===== src/rtl/dob_serializer_if.sv =====
// Word-side handshake and serial output bundle of the DOB serializer.
// The upstream word source uses the master modport and the serializer uses the slave modport.
interface dob_serializer_if #(
    parameter int WORD_W = 10,
    parameter int CNT_W  = 16
);
    logic [WORD_W-1:0] data_in;
    logic              data_valid;
    logic              data_ack;
    logic              sync_done;
    logic              ser_out;
    logic              frame_strobe;
    logic [CNT_W-1:0]  word_count;

    modport master (
        output data_in,
        output data_valid,
        input  data_ack,
        input  sync_done,
        input  ser_out,
        input  frame_strobe,
        input  word_count
    );

    modport slave (
        input  data_in,
        input  data_valid,
        output data_ack,
        output sync_done,
        output ser_out,
        output frame_strobe,
        output word_count
    );
endinterface


===== src/rtl/dob_serializer.sv =====
// DOB output serializer: sends SYNC_FRAMES comma words after every reset, then
// shifts out handshaked 8b10b words MSB first, with idle words filling any gaps.
module dob_serializer #(
    parameter int                 WORD_W      = 10,
    parameter int                 SYNC_FRAMES = 32,
    parameter logic [WORD_W-1:0]  IDLE_WORD   = 10'b0011111010,
    parameter int                 CNT_W       = 16
) (
    input  logic           clock,
    input  logic           rst_n,
    dob_serializer_if.slave bus
);
    localparam int BC_W = $clog2(WORD_W);
    localparam int FC_W = $clog2(SYNC_FRAMES + 1);
    localparam logic [BC_W-1:0] BIT_LAST   = BC_W'(WORD_W - 1);
    localparam logic [FC_W-1:0] FRAME_LAST = FC_W'(SYNC_FRAMES - 1);

    typedef enum logic [0:0] {
        ST_SYNC = 1'b0,
        ST_RUN  = 1'b1
    } state_t;

    state_t            state_q,     state_d;
    logic [WORD_W-1:0] shift_q,     shift_d;
    logic [BC_W-1:0]   bit_cnt_q,   bit_cnt_d;
    logic [FC_W-1:0]   frame_cnt_q, frame_cnt_d;
    logic              ack_q,       ack_d;
    logic              strobe_q,    strobe_d;
    logic              sync_q,      sync_d;
    logic [CNT_W-1:0]  count_q,     count_d;

    // Next-state logic: a load edge every WORD_W cycles, shifting in between.
    always_comb begin
        state_d     = state_q;
        shift_d     = shift_q;
        bit_cnt_d   = bit_cnt_q;
        frame_cnt_d = frame_cnt_q;
        ack_d       = 1'b0;
        strobe_d    = 1'b0;
        sync_d      = sync_q;
        count_d     = count_q;
        if (bit_cnt_q == BIT_LAST) begin
            bit_cnt_d = {BC_W{1'b0}};
            strobe_d  = 1'b1;
            case (state_q)
                ST_SYNC: begin
                    // data_valid is deliberately ignored until the receiver has had its commas.
                    shift_d     = IDLE_WORD;
                    frame_cnt_d = frame_cnt_q + FC_W'(1);
                    if (frame_cnt_q == FRAME_LAST) begin
                        state_d = ST_RUN;
                        sync_d  = 1'b1;
                    end else begin
                        state_d = ST_SYNC;
                    end
                end
                ST_RUN: begin
                    if (bus.data_valid) begin
                        shift_d = bus.data_in;
                        ack_d   = 1'b1;
                        count_d = count_q + CNT_W'(1);
                    end else begin
                        shift_d = IDLE_WORD;
                    end
                end
                default: begin
                    state_d = ST_SYNC;
                    shift_d = IDLE_WORD;
                end
            endcase
        end else begin
            shift_d   = {shift_q[WORD_W-2:0], 1'b0};
            bit_cnt_d = bit_cnt_q + BC_W'(1);
        end
    end

    // State and output registers; reset leaves the counter primed so the first edge loads.
    always_ff @(posedge clock or negedge rst_n) begin
        if (!rst_n) begin
            state_q     <= ST_SYNC;
            shift_q     <= {WORD_W{1'b0}};
            bit_cnt_q   <= BIT_LAST;
            frame_cnt_q <= {FC_W{1'b0}};
            ack_q       <= 1'b0;
            strobe_q    <= 1'b0;
            sync_q      <= 1'b0;
            count_q     <= {CNT_W{1'b0}};
        end else begin
            state_q     <= state_d;
            shift_q     <= shift_d;
            bit_cnt_q   <= bit_cnt_d;
            frame_cnt_q <= frame_cnt_d;
            ack_q       <= ack_d;
            strobe_q    <= strobe_d;
            sync_q      <= sync_d;
            count_q     <= count_d;
        end
    end

    assign bus.ser_out      = shift_q[WORD_W-1];
    assign bus.data_ack     = ack_q;
    assign bus.frame_strobe = strobe_q;
    assign bus.sync_done    = sync_q;
    assign bus.word_count   = count_q;
endmodule


===== src/flat_wrapper.sv =====
// flat-port wrapper written by rule: the top's interface ports become plain ports
module dob_serializer_flat 
#(
    parameter int                 WORD_W      = 10,
    parameter int                 SYNC_FRAMES = 32,
    parameter logic [WORD_W-1:0]  IDLE_WORD   = 10'b0011111010,
    parameter int                 CNT_W       = 16
)
  (clock, rst_n, bus_data_in, bus_data_valid, bus_data_ack, bus_sync_done, bus_ser_out, bus_frame_strobe, bus_word_count);
  dob_serializer_if #(.WORD_W(WORD_W), .CNT_W(CNT_W)) bus_i ();
  input  logic clock;
  input  logic rst_n;
  input wire logic [$bits(bus_i.data_in)-1:0] bus_data_in;
  input wire logic [$bits(bus_i.data_valid)-1:0] bus_data_valid;
  output wire logic [$bits(bus_i.data_ack)-1:0] bus_data_ack;
  output wire logic [$bits(bus_i.sync_done)-1:0] bus_sync_done;
  output wire logic [$bits(bus_i.ser_out)-1:0] bus_ser_out;
  output wire logic [$bits(bus_i.frame_strobe)-1:0] bus_frame_strobe;
  output wire logic [$bits(bus_i.word_count)-1:0] bus_word_count;
  assign bus_i.data_in = bus_data_in;
  assign bus_i.data_valid = bus_data_valid;
  assign bus_data_ack = bus_i.data_ack;
  assign bus_sync_done = bus_i.sync_done;
  assign bus_ser_out = bus_i.ser_out;
  assign bus_frame_strobe = bus_i.frame_strobe;
  assign bus_word_count = bus_i.word_count;
  dob_serializer #(.WORD_W(WORD_W), .SYNC_FRAMES(SYNC_FRAMES), .IDLE_WORD(IDLE_WORD), .CNT_W(CNT_W)) u_core (.clock(clock), .rst_n(rst_n), .bus(bus_i));
endmodule

===== config.mk =====
export PLATFORM = sky130hd
export DESIGN_NAME = dob_serializer_flat
export DESIGN_NICKNAME = d
export VERILOG_FILES = /design/src/rtl/dob_serializer_if.sv /design/src/rtl/dob_serializer.sv /design/src/flat_wrapper.sv
export SDC_FILE = /design/constraint.sdc
export NUM_CORES = 1
export LEC_CHECK = 0
export CORE_MARGIN = 5
export CORE_UTILIZATION = 55
export DETAILED_ROUTE_END_ITERATION = 10
export DONT_BUFFER_PORTS = 1
export PLACE_DENSITY_LB_ADDON = 0.25
export REMOVE_ABC_BUFFERS = 1
export SYNTH_ARGS = -nofsm -noshare
export SYNTH_HDL_FRONTEND = slang
export SYNTH_SLANG_ARGS = --single-unit

===== constraint.sdc =====
create_clock -name clock -period 1.7 [get_ports clock]
set_input_delay 0.255 -clock clock [delete_from_list [all_inputs] [get_ports clock]]
set_output_delay 0.255 -clock clock [all_outputs]
set_load 0.02 [all_outputs]

==> impl_metrics.env <==
export IMPL_dr_pass1_iters=4
export IMPL_avgSynthCellArea_sq_um=12.4
export IMPL_cp_slowest_stage_delay_ns=0.49
export IMPL_final_antenna_net_count=0
export IMPL_p_clk_frac=0.304
export IMPL_initial_core_util=0.581
export IMPL_hold_violations=0
export IMPL_synthTopCellsByArea="dfrtp_1 58%, xnor2_1 7.5%, xor2_1 3.8%, dfstp_2 3.2%, o22a_1 3.2%"
export IMPL_wl_met1_microns=1260
export IMPL_crit_fanout=3
export IMPL_power_frac_comb=0.018
export IMPL_fin_skew_ns=0.0133
export IMPL_min_period_ns=1.61
export IMPL_hp_class="in2reg"
export IMPL_worst_ep_arrival_time_ns=1.83
export IMPL_synth_main_ff_cell="dfrtp_1"
export IMPL_cts_buffers=5
export IMPL_holdPathStages=1
export IMPL_r2r_start="u_core.bus.word_count[1]"
export IMPL_crit_type="reg2reg"
export IMPL_finalWirelength_microns=2940
export IMPL_die_w_microns=64.4
export IMPL_ir_drop_v=0.000600
export IMPL_setup_worst_path_start_class="flip-flop"
export IMPL_highest_layer="met4"
export IMPL_min_delay_start="bus_data_in[5]"
export IMPL_die_area_sq_um=4150
export IMPL_grtUsageTotal=0.165
export IMPL_worst_setup_path_end_kind="flip-flop"
export IMPL_fmax_mhz=622
export IMPL_ys_warn_count=0
export IMPL_pin_count=33
export IMPL_p_sw_mw=0.292
export IMPL_tritoncts="built"
export IMPL_layout_worst_path_cycle_share=0.946
export IMPL_dieHeight_microns=64.4
export IMPL_swShare=0.208
export IMPL_outcome="finished clean"
export IMPL_yosys_cell_count_top_type="dfrtp_1"
export IMPL_root_buffer="clkbuf_4"
export IMPL_drv_slew=0
export IMPL_maxSlewHeadroom=0.789
export IMPL_grt_pass1_vias=1115
export IMPL_place_gp_congestion=0.752
export IMPL_async_flop_share=1.00
export IMPL_yosysUniqueCellTypes=28
export IMPL_path_clk_slew_ns=0.11
export IMPL_drt_iter0_markers=35
export IMPL_synth_edf_count=0
export IMPL_yosysSeqAreaShare=0.616
export IMPL_wl_met3_microns=212
export IMPL_critPathTopFamily="simple AND/OR/NAND/NOR gates"
export IMPL_synth_area_sq_um=1630
export IMPL_worst_hold_slack_ns=0.0395
export IMPL_grt_pass1_wl_microns=5200
export IMPL_grt_overflow_total=0
export IMPL_place_inst=183
export IMPL_antennaDiodeCount=0
export IMPL_wl_per_cell_microns=15.2
export IMPL_internal_power_mw=1.11
export IMPL_maxCapViolations=0
export IMPL_drive_above_1_share=0.259
export IMPL_grt_max_degree=41
export IMPL_seq_power_share=0.678
export IMPL_synth_top_cell_by_area="dfrtp_1"
export IMPL_vias_per_cell=5.44
export IMPL_cts_max_level=2
export IMPL_synth_cells=131
export IMPL_rows=19
export IMPL_synth_top_cell_area_share=0.584
export IMPL_finalNetCount=177
export IMPL_cts_sinks=40
export IMPL_clockBufferDepth=2
export IMPL_portBuffers=0
export IMPL_post_dp_hpwl_microns=2150
export IMPL_clock_latency_ns=0.34
export IMPL_p_per_area_nw_per_um2=719
export IMPL_path_cells="nand3_1 > nor4_4 > or4b_4 > xnor2_1"
export IMPL_ys_ff_latch=40
export IMPL_reg2reg_to="u_core.bus.word_count[15]"
export IMPL_crit_required_ns=1.93
export IMPL_cpMaxStageDelayCell="or4b_4"
export IMPL_dp_slack_ns=-0.0541
export IMPL_dr_wl_met2_microns=1410
export IMPL_regToRegSetupSlack_ns=0.09
export IMPL_layout_setup_ws_ns=0.0926
export IMPL_rr_worst_depth=4
export IMPL_antenna_found_initial=0
export IMPL_setup_viol_count_final=0
export IMPL_final_cell_count_no_fill=193
export IMPL_holdPathEnd="u_core.shift_q[5]"
export IMPL_drc=0
export IMPL_via_count=1049
export IMPL_area_growth_syn_to_layout_pct=19.7
export IMPL_max_slew_worst_pin_slew_ns=0.314
export IMPL_core_sq_um=2810
export IMPL_synth_commonest_cells="38 x dfrtp_1, 14 x xnor2_1, 11 x nand2_1, 7 x nand3_1, 7 x xor2_1"
export IMPL_crit_buf_inv=0
export IMPL_p_leak_nw=0.994
## layout make-up
| type | instances | area, sq um |
|---|---|---|
| repair buffers | 27 | 221 |
| clock buffers | 6 | 41.3 |
| inverters | 7 | 31.3 |
| clock inverters | 1 | 5.00 |
| well taps | 31 | 38.8 |
| multi-input cells | 81 | 609 |
| fillers | 219 | 855 |
| flip-flops and latches | 40 | 1000 |
## layer usage
metal | track usage | up-vias
li1 | - | 515
met1 | 0.198 | 506
met2 | 0.259 | 23
met3 | 0.0708 | 5
met4 | 0.0712 | 0
met5 | 0 | -
## power groups by stage
stage	Clock [mW]	Combinational [mW]	Sequential [mW]
after CTS	0.440	0.0261	0.951
after detailed placement	0	0.000683	0.970
final	0.426	0.0248	0.951
after global placement	0	0.000683	0.970
after floorplan	0	0.000683	0.970
after global routing	0.494	0.0295	0.952
## worst max-delay path by stage
stage	startpoint	end	slack, ns	cells after the start
after detailed placement	u_core.bit_cnt_q[0]	u_core.bus.word_count[15]	-0.05	4
after CTS	u_core.bit_cnt_q[0]	u_core.bus.word_count[14]	0.02	6
after global routing	u_core.bit_cnt_q[3]	u_core.frame_cnt_q[5]	-0.001	5
after floorplan	u_core.bit_cnt_q[0]	u_core.bus.word_count[15]	-0.28	4
final	u_core.bus.word_count[1]	u_core.bus.word_count[15]	0.09	4
after global placement	u_core.bit_cnt_q[0]	u_core.bus.word_count[15]	-0.02	4
## placed cells by master, fill, tap and decap left out, types with 2 or more instances in the layout
| cell type | n |
|---|---|
| a22o_1 | 4 |
| nand4_1 | 6 |
| dfstp_2 | 2 |
| dfrtp_1 | 38 |
| clkbuf_4 | 5 |
| xnor2_1 | 14 |
| mux2_2 | 2 |
| nand2_1 | 11 |
| a21o_1 | 2 |
| nand3_1 | 7 |
| ha_1 | 2 |
| o22a_1 | 6 |
| and3_1 | 3 |
| nor2_1 | 5 |
| nor3_1 | 2 |
| inv_1 | 5 |
| xor2_1 | 7 |
| buf_4 | 24 |
## kinds of logic after synthesis
group           after synthesis  share of synthesized area
xor+xnor                     21                      0.113
buf+inv                      10                     0.0254
fa+ha+maj                     2                     0.0154
compound gates               14                     0.0691
flops                        40                      0.616
simple gates                 41                      0.141
mux                           3                     0.0200
## sequential cells by signal (all words and copies together), names as in the netlist
name,count
u_core.state_q,1
u_core.bit_cnt_q,4
u_core.bus.sync_done,1
u_core.bus.frame_strobe,1
u_core.bus.data_ack,1
u_core.frame_cnt_q,6
u_core.shift_q,10
u_core.bus.word_count,16
## repair_timing
item                                   4_1_cts  5_1_grt
setup endpoints to repair                    2       13
pin swaps                                    1        5
endpoints found under the hold margin       40        0
hold buffers                                 2        0
gates resized for setup                      2        4
setup buffers                                0        1
## metrics by stage
step	setup TNS [ns]	utilization	cell area, sq um	power (mW)
final	0	0.695	1950	1.40
after floorplan	-0.827	-	1610	0.970
after global placement	-0.0239	0.653	1830	0.970
after detailed placement	-0.0684	0.653	1830	0.970
after global routing	-0.00103	0.695	1950	1.48
after CTS	0	0.688	1930	1.42
Power figures use the tool's default switching activity.
